`src/rtl/operand_fetch_pkg.sv`:
```
// RV32I decode constants, immediate formats and the captured stage payload
// shared by the operand-fetch stage and its immediate generator.
package operand_fetch_pkg;

    localparam logic [6:0] OPC_LUI    = 7'b0110111;
    localparam logic [6:0] OPC_AUIPC  = 7'b0010111;
    localparam logic [6:0] OPC_JAL    = 7'b1101111;
    localparam logic [6:0] OPC_JALR   = 7'b1100111;
    localparam logic [6:0] OPC_BRANCH = 7'b1100011;
    localparam logic [6:0] OPC_LOAD   = 7'b0000011;
    localparam logic [6:0] OPC_STORE  = 7'b0100011;
    localparam logic [6:0] OPC_OP_IMM = 7'b0010011;
    localparam logic [6:0] OPC_OP     = 7'b0110011;

    localparam logic [31:0] NOP_INSTR = 32'h0000_0013;  // addi x0, x0, 0

    typedef enum logic [2:0] {
        IMM_R = 3'd0,
        IMM_I,
        IMM_S,
        IMM_B,
        IMM_U,
        IMM_J
    } imm_fmt_e;

    typedef struct packed {
        logic     use_rs1;
        logic     use_rs2;
        logic     writes_rd;
        logic     illegal;
        imm_fmt_e fmt;
    } instr_class_t;

    typedef struct packed {
        logic [31:0] pc;
        logic [31:0] instr;
        logic [31:0] rs1_val;
        logic [31:0] rs2_val;
        logic [31:0] imm;
        logic [4:0]  rd;
        logic        illegal;
    } stage_payload_t;

    localparam stage_payload_t PAYLOAD_RESET = '{
        pc:      32'h0,
        instr:   NOP_INSTR,
        rs1_val: 32'h0,
        rs2_val: 32'h0,
        imm:     32'h0,
        rd:      5'd0,
        illegal: 1'b0
    };

    function automatic instr_class_t classify(input logic [6:0] opcode);
        instr_class_t c;
        // Unknown opcodes are treated conservatively: both sources live, no destination.
        c.use_rs1   = 1'b1;
        c.use_rs2   = 1'b1;
        c.writes_rd = 1'b0;
        c.illegal   = 1'b1;
        c.fmt       = IMM_R;
        case (opcode)
            OPC_LUI, OPC_AUIPC: begin
                c.use_rs1   = 1'b0;
                c.use_rs2   = 1'b0;
                c.writes_rd = 1'b1;
                c.illegal   = 1'b0;
                c.fmt       = IMM_U;
            end
            OPC_JAL: begin
                c.use_rs1   = 1'b0;
                c.use_rs2   = 1'b0;
                c.writes_rd = 1'b1;
                c.illegal   = 1'b0;
                c.fmt       = IMM_J;
            end
            OPC_JALR, OPC_LOAD, OPC_OP_IMM: begin
                c.use_rs2   = 1'b0;
                c.writes_rd = 1'b1;
                c.illegal   = 1'b0;
                c.fmt       = IMM_I;
            end
            OPC_STORE: begin
                c.illegal = 1'b0;
                c.fmt     = IMM_S;
            end
            OPC_BRANCH: begin
                c.illegal = 1'b0;
                c.fmt     = IMM_B;
            end
            OPC_OP: begin
                c.writes_rd = 1'b1;
                c.illegal   = 1'b0;
            end
            default: ;
        endcase
        return c;
    endfunction

endpackage

```
`src/rtl/operand_fetch_imm_gen.sv`:
```
// Combinational RV32I immediate generator; the opcode field is decoded by the
// caller, so only the instruction bits above it are consumed here.
module imm_gen
    import operand_fetch_pkg::*;
(
    input  logic [31:7] instr_i,
    input  logic [2:0]  fmt_i,
    output logic [31:0] imm_o
);

    always_comb begin
        // NOTE: a default on every path keeps this block purely combinational (no latch).
        imm_o = 32'h0;
        case (imm_fmt_e'(fmt_i))
            IMM_I: imm_o = {{20{instr_i[31]}}, instr_i[31:20]};
            IMM_S: imm_o = {{20{instr_i[31]}}, instr_i[31:25], instr_i[11:7]};
            IMM_B: imm_o = {{19{instr_i[31]}}, instr_i[31], instr_i[7],
                            instr_i[30:25], instr_i[11:8], 1'b0};
            IMM_U: imm_o = {instr_i[31:12], 12'h000};
            IMM_J: imm_o = {{11{instr_i[31]}}, instr_i[31], instr_i[19:12],
                            instr_i[20], instr_i[30:21], 1'b0};
            default: imm_o = 32'h0;
        endcase
    end

endmodule

```
`src/rtl/operand_fetch.sv`:
```
// Decode-side operand fetch: reads the register file, bypasses EX/WB results,
// stalls on load-use hazards and registers the decoded instruction for execute.
module operand_fetch
    import operand_fetch_pkg::*;
#(
    parameter logic FWD_EN = 1'b1
) (
    input  logic        clk,
    input  logic        rst,

    input  logic        in_valid,
    output logic        in_ready,
    input  logic [31:0] in_pc,
    input  logic [31:0] in_instr,

    output logic [4:0]  rf_raddr1,
    output logic [4:0]  rf_raddr2,
    input  logic [31:0] rf_rdata1,
    input  logic [31:0] rf_rdata2,

    input  logic        ex_valid,
    input  logic [4:0]  ex_rd,
    input  logic [31:0] ex_data,
    input  logic        ex_is_load,

    input  logic        wb_we,
    input  logic [4:0]  wb_waddr,
    input  logic [31:0] wb_wdata,

    input  logic        flush,

    output logic        out_valid,
    input  logic        out_ready,
    output logic [31:0] out_pc,
    output logic [31:0] out_instr,
    output logic [31:0] out_rs1_val,
    output logic [31:0] out_rs2_val,
    output logic [31:0] out_imm,
    output logic [4:0]  out_rd,
    output logic        out_illegal
);

    logic [4:0]     rs1_idx;
    logic [4:0]     rs2_idx;
    instr_class_t   cls;
    logic           rs1_live;
    logic           rs2_live;
    logic           hazard;
    logic           capture;
    logic [31:0]    imm;
    logic           out_valid_q, out_valid_d;
    stage_payload_t payload_q, payload_d;

    assign rs1_idx   = in_instr[19:15];
    assign rs2_idx   = in_instr[24:20];
    assign rf_raddr1 = rs1_idx;
    assign rf_raddr2 = rs2_idx;

    assign cls      = classify(in_instr[6:0]);
    assign rs1_live = cls.use_rs1 && (rs1_idx != 5'd0);
    assign rs2_live = cls.use_rs2 && (rs2_idx != 5'd0);

    imm_gen u_imm_gen (
        .instr_i (in_instr[31:7]),
        .fmt_i   (cls.fmt),
        .imm_o   (imm)
    );

    // A load in EX has no data yet, so it is never a bypass source.
    function automatic logic [31:0] select_operand(input logic [4:0]  idx,
                                                   input logic [31:0] rf_val);
        logic [31:0] val;
        val = rf_val;
        if (idx == 5'd0) begin
            val = 32'h0;
        end else if (FWD_EN) begin
            if (ex_valid && !ex_is_load && (ex_rd == idx)) begin
                val = ex_data;
            end else if (wb_we && (wb_waddr == idx)) begin
                val = wb_wdata;
            end
        end
        return val;
    endfunction

    always_comb begin
        hazard = 1'b0;
        if (in_valid) begin
            if (FWD_EN) begin
                hazard = ex_valid && ex_is_load &&
                         ((rs1_live && (ex_rd == rs1_idx)) ||
                          (rs2_live && (ex_rd == rs2_idx)));
            end else begin
                hazard = (ex_valid && ((rs1_live && (ex_rd == rs1_idx)) ||
                                       (rs2_live && (ex_rd == rs2_idx)))) ||
                         (wb_we    && ((rs1_live && (wb_waddr == rs1_idx)) ||
                                       (rs2_live && (wb_waddr == rs2_idx))));
            end
        end
    end

    assign in_ready = flush || (!hazard && (!out_valid_q || out_ready));
    assign capture  = in_valid && in_ready && !flush;

    always_comb begin
        out_valid_d = out_valid_q;
        if (flush) begin
            out_valid_d = 1'b0;
        end else if (capture) begin
            out_valid_d = 1'b1;
        end else if (out_valid_q && out_ready) begin
            out_valid_d = 1'b0;
        end
    end

    always_comb begin
        payload_d = payload_q;
        if (capture) begin
            payload_d.pc      = in_pc;
            payload_d.instr   = in_instr;
            payload_d.rs1_val = select_operand(rs1_idx, rf_rdata1);
            payload_d.rs2_val = select_operand(rs2_idx, rf_rdata2);
            payload_d.imm     = imm;
            payload_d.rd      = cls.writes_rd ? in_instr[11:7] : 5'd0;
            payload_d.illegal = cls.illegal;
        end
    end

    // Reset drops any held output outright; the stalled input is not replayed.
    always_ff @(posedge clk or posedge rst) begin
        if (rst) begin
            out_valid_q <= 1'b0;
            payload_q   <= PAYLOAD_RESET;
        end else begin
            // NOTE: non-blocking assignments so every register samples pre-edge values.
            out_valid_q <= out_valid_d;
            payload_q   <= payload_d;
        end
    end

    assign out_valid   = out_valid_q;
    assign out_pc      = payload_q.pc;
    assign out_instr   = payload_q.instr;
    assign out_rs1_val = payload_q.rs1_val;
    assign out_rs2_val = payload_q.rs2_val;
    assign out_imm     = payload_q.imm;
    assign out_rd      = payload_q.rd;
    assign out_illegal = payload_q.illegal;

endmodule

```
`config.mk`:
```
export PLATFORM = sky130hd
export DESIGN_NAME = operand_fetch
export DESIGN_NICKNAME = d
export VERILOG_FILES = /design/src/rtl/operand_fetch_pkg.sv /design/src/rtl/operand_fetch_imm_gen.sv /design/src/rtl/operand_fetch.sv
export SDC_FILE = /design/constraint.sdc
export NUM_CORES = 1
export LEC_CHECK = 0
export BUFFER_PORTS_ARGS = -buffer_cell sky130_fd_sc_hd__buf_2
export CAP_MARGIN = 15
export CORE_AREA = 2 2 152 154
export CTS_CLUSTER_DIAMETER = 80
export DETAILED_ROUTE_END_ITERATION = 12
export DIE_AREA = 0 0 154 156
export MAX_ROUTING_LAYER = met4
export PLACE_DENSITY = 0.69
export SLEW_MARGIN = 15
export SYNTH_ARGS = -nofsm -noshare
export SYNTH_HDL_FRONTEND = slang
export SYNTH_SLANG_ARGS = --single-unit
export TNS_END_PERCENT = 20
```
`constraint.sdc`:
```
create_clock -name clk -period 9.6 [get_ports clk]
set_clock_uncertainty 0.05 [all_clocks]
set_input_delay 2.4 -clock clk [delete_from_list [all_inputs] [get_ports clk]]
set_output_delay 2.4 -clock clk [all_outputs]
set_load 0.005 [all_outputs]
```
### Yosys cells after proc, flatten, opt, wreduce, memory -nomap -nowiden

Index checks and enable logic that the tools add are counted.

| storage, ports and cells | value |
|---|---|
| register bits after elaboration | 167 |
| output and inout port bits | 178 |

| operators by class | value |
|---|---|
| equality and inequality tests | 18 |
| mux-type cells | 17 |
| reductions and logical operators | 33 |

Operators with widths:

| kind | number |
|---|---|
| 32-bit two-way mux | 6 |
| 32-bit one-hot mux with 5 select lines | 1 |
| 7-bit by 6-bit equality test with 1-bit output, second input constant | 3 |
| 7-bit equality test, second input constant | 3 |
| 5-bit equality test | 4 |
| 1-bit logical AND | 15 |
| 3-bit one-hot mux with 5 select lines | 1 |
| 7-bit by 5-bit equality test with 1-bit output, second input constant | 2 |
| 5-bit zero test | 2 |
| 5-bit nonzero test | 2 |
| 9-bit OR reduction | 1 |
| 1-bit two-way mux | 8 |
| 7-bit by 2-bit equality test with 1-bit output, second input constant | 1 |
| 7-bit OR reduction | 1 |
| 3-bit by 2-bit equality test with 1-bit output, second input constant | 2 |
| 3-bit equality test, second input constant | 2 |
| 3-bit OR reduction | 2 |
| 6-bit OR reduction | 1 |
| 5-bit two-way mux | 1 |
| 1-bit zero test | 4 |
| 3-bit by 1-bit equality test with 1-bit output, second input constant | 1 |
| 1-bit logical OR | 3 |
| 3-bit nonzero test | 1 |
| 2-bit OR reduction | 1 |

### Depth between registers and ports, before layout

| depth | value |
|---|---|
| word-level depth | 15 |
| gate-level depth with buffers | 11 |
| depth with buffers taken out | 6 |

### Modules after synthesis

Synthesis repeated with hierarchy kept, for this count alone.

| unflattened totals | value |
|---|---|
| cells, all modules | 765 |
| area, all modules | 9191.3 µm² |

Modules (own cells, without submodules):

| module | instances | cells an instance | area an instance (µm²) | sequential area each (µm²) |
|---|---|---|---|---|
| operand_fetch | 1 | 699 | 8800.9 | 4182.8 |
| imm_gen | 1 | 66 | 390.4 | 0.0 |

### Worst setup path after synthesis

OpenSTA, ideal clock, no wires.

| timing path | value |
|---|---|
| path type | input to output |
| from | input in_instr[24] |
| to | output in_ready |
| arrival time | 3.945 ns |
| data required time | 7.150 ns |
| slack | 3.205 ns |
| stages | 7 |
| buffers on the path | 2 |
| cell sequence | buf_2 -> xnor2_1 -> nand3_1 -> or4_4 -> a211oi_4 -> clkbuf_1 -> nor2_1 |

| on the way | value |
|---|---|
| cells in the longest elaborated chain, start to end | 9 |
| elaborated cells between the ends (all ways) | 10 |

RTL lines:

| element | RTL line | text |
|---|---|---|
| from (decl) | operand_fetch.sv:14 | `input logic [31:0] in_instr,` |
| 5-bit nonzero test | operand_fetch.sv:61 | `assign rs2_live = cls.use_rs2 && (rs2_idx != 5'd0);` |
| 1-bit logical AND | operand_fetch.sv:61 |  |
| 1-bit logical AND * | n/a |  |
| 1-bit logical OR * | n/a |  |
| 1-bit logical AND * | operand_fetch.sv:90 | `hazard = ex_valid && ex_is_load &&` |
| 1-bit two-way mux * | operand_fetch.sv:88 | `if (in_valid) begin` |
| 1-bit zero test * | operand_fetch.sv:102 | `assign in_ready = flush \|\| (!hazard && (!out_valid_q \|\| out_ready));` |
| 1-bit logical AND * | operand_fetch.sv:102 |  |
| 1-bit logical OR * | operand_fetch.sv:102 |  |
| to (decl) | operand_fetch.sv:12 | `output logic in_ready,` |

Every way passes the cells marked *; elsewhere a longest branch is shown, timed or not.

### Worst setup path after layout

| timing path | value |
|---|---|
| from | input in_instr[20] |
| to | output in_ready |

The elaborated chain is that of the path after synthesis.

==> flow_summary.toml <==
[synth]
ys_seq_elements = 167
synth-seq-area-share_pct = 45.21
synth_common_cells = "dfrtp_1, o21ai_0, nor2_1, nor2b_1, a211oi_1"
synthDistinctLibCells = 45
synth_area_leader_cell = "dfrtp_1"
synth_area_leaders = "dfrtp_1, o41ai_2, mux2_4"
synth-main-ff-cell = "dfrtp_1"
synth.top_cell.area_share_pct = 44.36
synth_edf_count = 0
syn-cell-area_mm2 = 0.009251
syn_inst = 851
syn_nets = 1061
syn_avg_cell_area_um2 = 10.87
yosysMostFrequentCell = "dfrtp_1"
yosys_warnings = 0
synth_async_sr_flop_share_pct = 100.0

[clock_tree]
numCtsBuffers = 17
cts_setup_buffers = 0
cts_resized = 0
cts_root_buf = "clkbuf_16"
cts_buffer_depth = 2
cts_sinks = 167
htreeDepth = 4
ctsHoldBuffers = 0
clock_latency_ps = 410
path_clk_slew_ps = 60
cts_tree = "yes"

[power_and_ir_drop]
powerDensity_mw_per_mm2 = 169.3
combPwrFrac_pct = 22.1
cellLeakagePower_nw = 5.766
p_int_mw = 1.428
power_frac_seq_pct = 42.9
switchingPower_mw = 0.5676
peakVddDrop_mv = 0.08908
power_mw = 1.995
switching_share_pct = 28.45
pwr-share-clk_pct = 35.0

[setup_path]
end_kind = "output port"
arrival_ps = 4360
slowest_delay_ps = 570
critPathLaunchType = "primary input"
critPathRequiredTime_ps = 7150
worst-path-max-fanout = 33
cp_slowest_cell = "or4_4"
cp_cell_sequence = "buf_2 > or4_4 > nor2_4 > buf_4 > or4_4 > a211oi_4 > nor2_1 > buf_2"
cp-startpoint = "in_instr[20]"
r2r-start = "out_valid$_DFFE_PP0P_"
worst-setup-path-type = "in2out"

[outcome]
status = "finished, final reports clean"

[global_route]
grt_usage_pct = 25.68
grt_pass1_vias = 8265
antenna_found_initial = 4
grt_pass1_wl_um = 46880
grt_max_degree = 107
grt-ovfl-total = 0

[route]
wl_um = 30390
vias = 8241
post_drt_via_cell_ratio = 5.564
drt_iter0_drc = 527
first_pass_iters = 5
drt-wirelength-per-cell_um = 20.52
drc = 0
ant_nets = 0

[floorplan]
fp.dieH_um = 156
core_mm2 = 0.02237
rows = 55
pin_count = 388
dieWidth_um = 154
die_area_mm2 = 0.02402
start_util_pct = 41.37

[place]
routabilityCongestion = 0.8558
io_buffers = 387
dp.cells = 1444
hpwl_um = 21120
place_ws_ps = 2683
place_area_mm2 = 0.01117

[timing]
setup_violations = 0
worst_slew_pin_slew_ps = 1038
tns_ps = 0
fmax_mhz = 146.9
slew_headroom_pct = 30.78
hold_viol = 0
period_share_pct = 70.90
fin_ws_ps = 2794
hold_slack_ps = 453.9
rsz0062_at_grt = "false"
maxSlewViolCount = 0
layout_min_cycle_time_ps = 6806

[hold_path]
worst_hold_path_type = "reg2reg"
hp-start = "out_pc[30]$_DFFE_PP0P_"

[final_layout]
layout.cells.non_filler = 1481
fin_util_pct = 52.71
n_fill_cell = 2068
nets = 1388
final_cell_area_mm2 = 0.01179
drive_gt1_share_pct = 48.03
synthToLayoutAreaGrowth_pct = 27.43

[run]
cap_viol_max_count = 0
logic make-up (layout without fill, tap and decap cells):
family	count (synthesis)	count (layout)	share of synthesized area, %
AOI/OAI and AO/OA	316	316	27.25
xor gates and xnor gates	14	14	1.325
buffers and inverters	101	441	5.856
DFF	167	167	45.21
muxes	61	61	9.575
other	0	5	0
and+or+nand+nor	192	192	10.78
sequential cells by signal, indices dropped and copies added (netlist names):
register     count
out_illegal      1
out_valid        1
out_rs1_val     32
out_pc          32
out_imm         32
out_rd           5
out_rs2_val     32
out_instr       32
final cells by class:
cell class,count,area [um2],area share (%)
timing repair buffer,401,2054,17.43
clock inverter,14,166.4,1.412
multi-input combinational,583,4552,38.61
tap,285,356.6,3.025
antenna,5,12.51,0.1061
inverter,8,35.03,0.2972
clock buffer,18,429.2,3.640
sequential,167,4183,35.48
critical path, delay by kind of cell:
kind / cells / cell delay (ps)
buf+inv: 3 / 830
compound gates: 1 / 60
simple gates: 4 / 1050
path summary, 6_finish.rpt:
| kind | endpoint | slack (ps) | cells past startpoint |
|---|---|---|---|
| worst min-delay path | out_pc[30]$_DFFE_PP0P_ | 450 | 1 |
| worst min register to register | out_pc[30]$_DFFE_PP0P_ | 450 | 1 |
| worst max register to register | out_pc[12]$_DFFE_PP0P_ | 7540 | 5 |
| worst max-delay path | in_ready | 2790 | 8 |
| max in group asynchronous | out_rs1_val[15]$_DFFE_PP0P_ | 5950 | 3 |
| min in group asynchronous | out_instr[5]$_DFFE_PP0P_ | 2070 | 2 |
placed cells by master (no fill, tap or decap), types with 2 or more instances in the layout:
| cell type | Yosys | routed |
|---|---|---|
| inv_1 | 8 | 7 |
| o21ai_0 | 151 | 151 |
| xor2_1 | 5 | 5 |
| dfstp_2 | 3 | 3 |
| a211oi_1 | 66 | 66 |
| nand2b_1 | 6 | 6 |
| nand2_1 | 18 | 17 |
| buf_4 | 10 | 13 |
| or3_1 | 2 | 2 |
| a21oi_1 | 22 | 22 |
| o41ai_2 | 64 | 64 |
| nor2b_1 | 68 | 68 |
| mux2_4 | 53 | 53 |
| nor3_1 | 4 | 2 |
| clkbuf_16 | 0 | 17 |
| buf_2 | 6 | 387 |
| nand4b_1 | 2 | 2 |
| inv_6 | 0 | 6 |
| nor2_4 | 2 | 2 |
| nor2_1 | 74 | 74 |
| xnor2_1 | 9 | 9 |
| nand3_1 | 7 | 7 |
| or4_4 | 3 | 3 |
| diode_2 | 0 | 5 |
| bufinv_16 | 0 | 2 |
| a22oi_1 | 4 | 4 |
| mux2_2 | 7 | 7 |
| nor3_2 | 0 | 2 |
| dfrtp_1 | 164 | 164 |
| clkinv_2 | 0 | 2 |
| clkinv_4 | 0 | 2 |
power by group through the flow:
| stage | registers (mW) | logic, mW | clock network [mW] |
|---|---|---|---|
| 2_1_floorplan | 0.871 | 0.233 | 0 |
| 3_3_place_gp | 0.866 | 0.437 | 0 |
| 3_5_place_dp | 0.865 | 0.445 | 0 |
| 4_1_cts | 0.855 | 0.446 | 0.714 |
| 5_1_grt | 0.868 | 0.479 | 0.748 |
| 6_report | 0.855 | 0.441 | 0.698 |
per-layer routing:
metal,GRT usage [%],up-vias,share of wire [%]
met5,-,-,0
met4,9.390,0,2.8
met3,4.972,51,7.0
met2,41.17,384,48
met1,32.53,4032,42
li1,-,3774,-
Power figures use the tool's default switching activity.
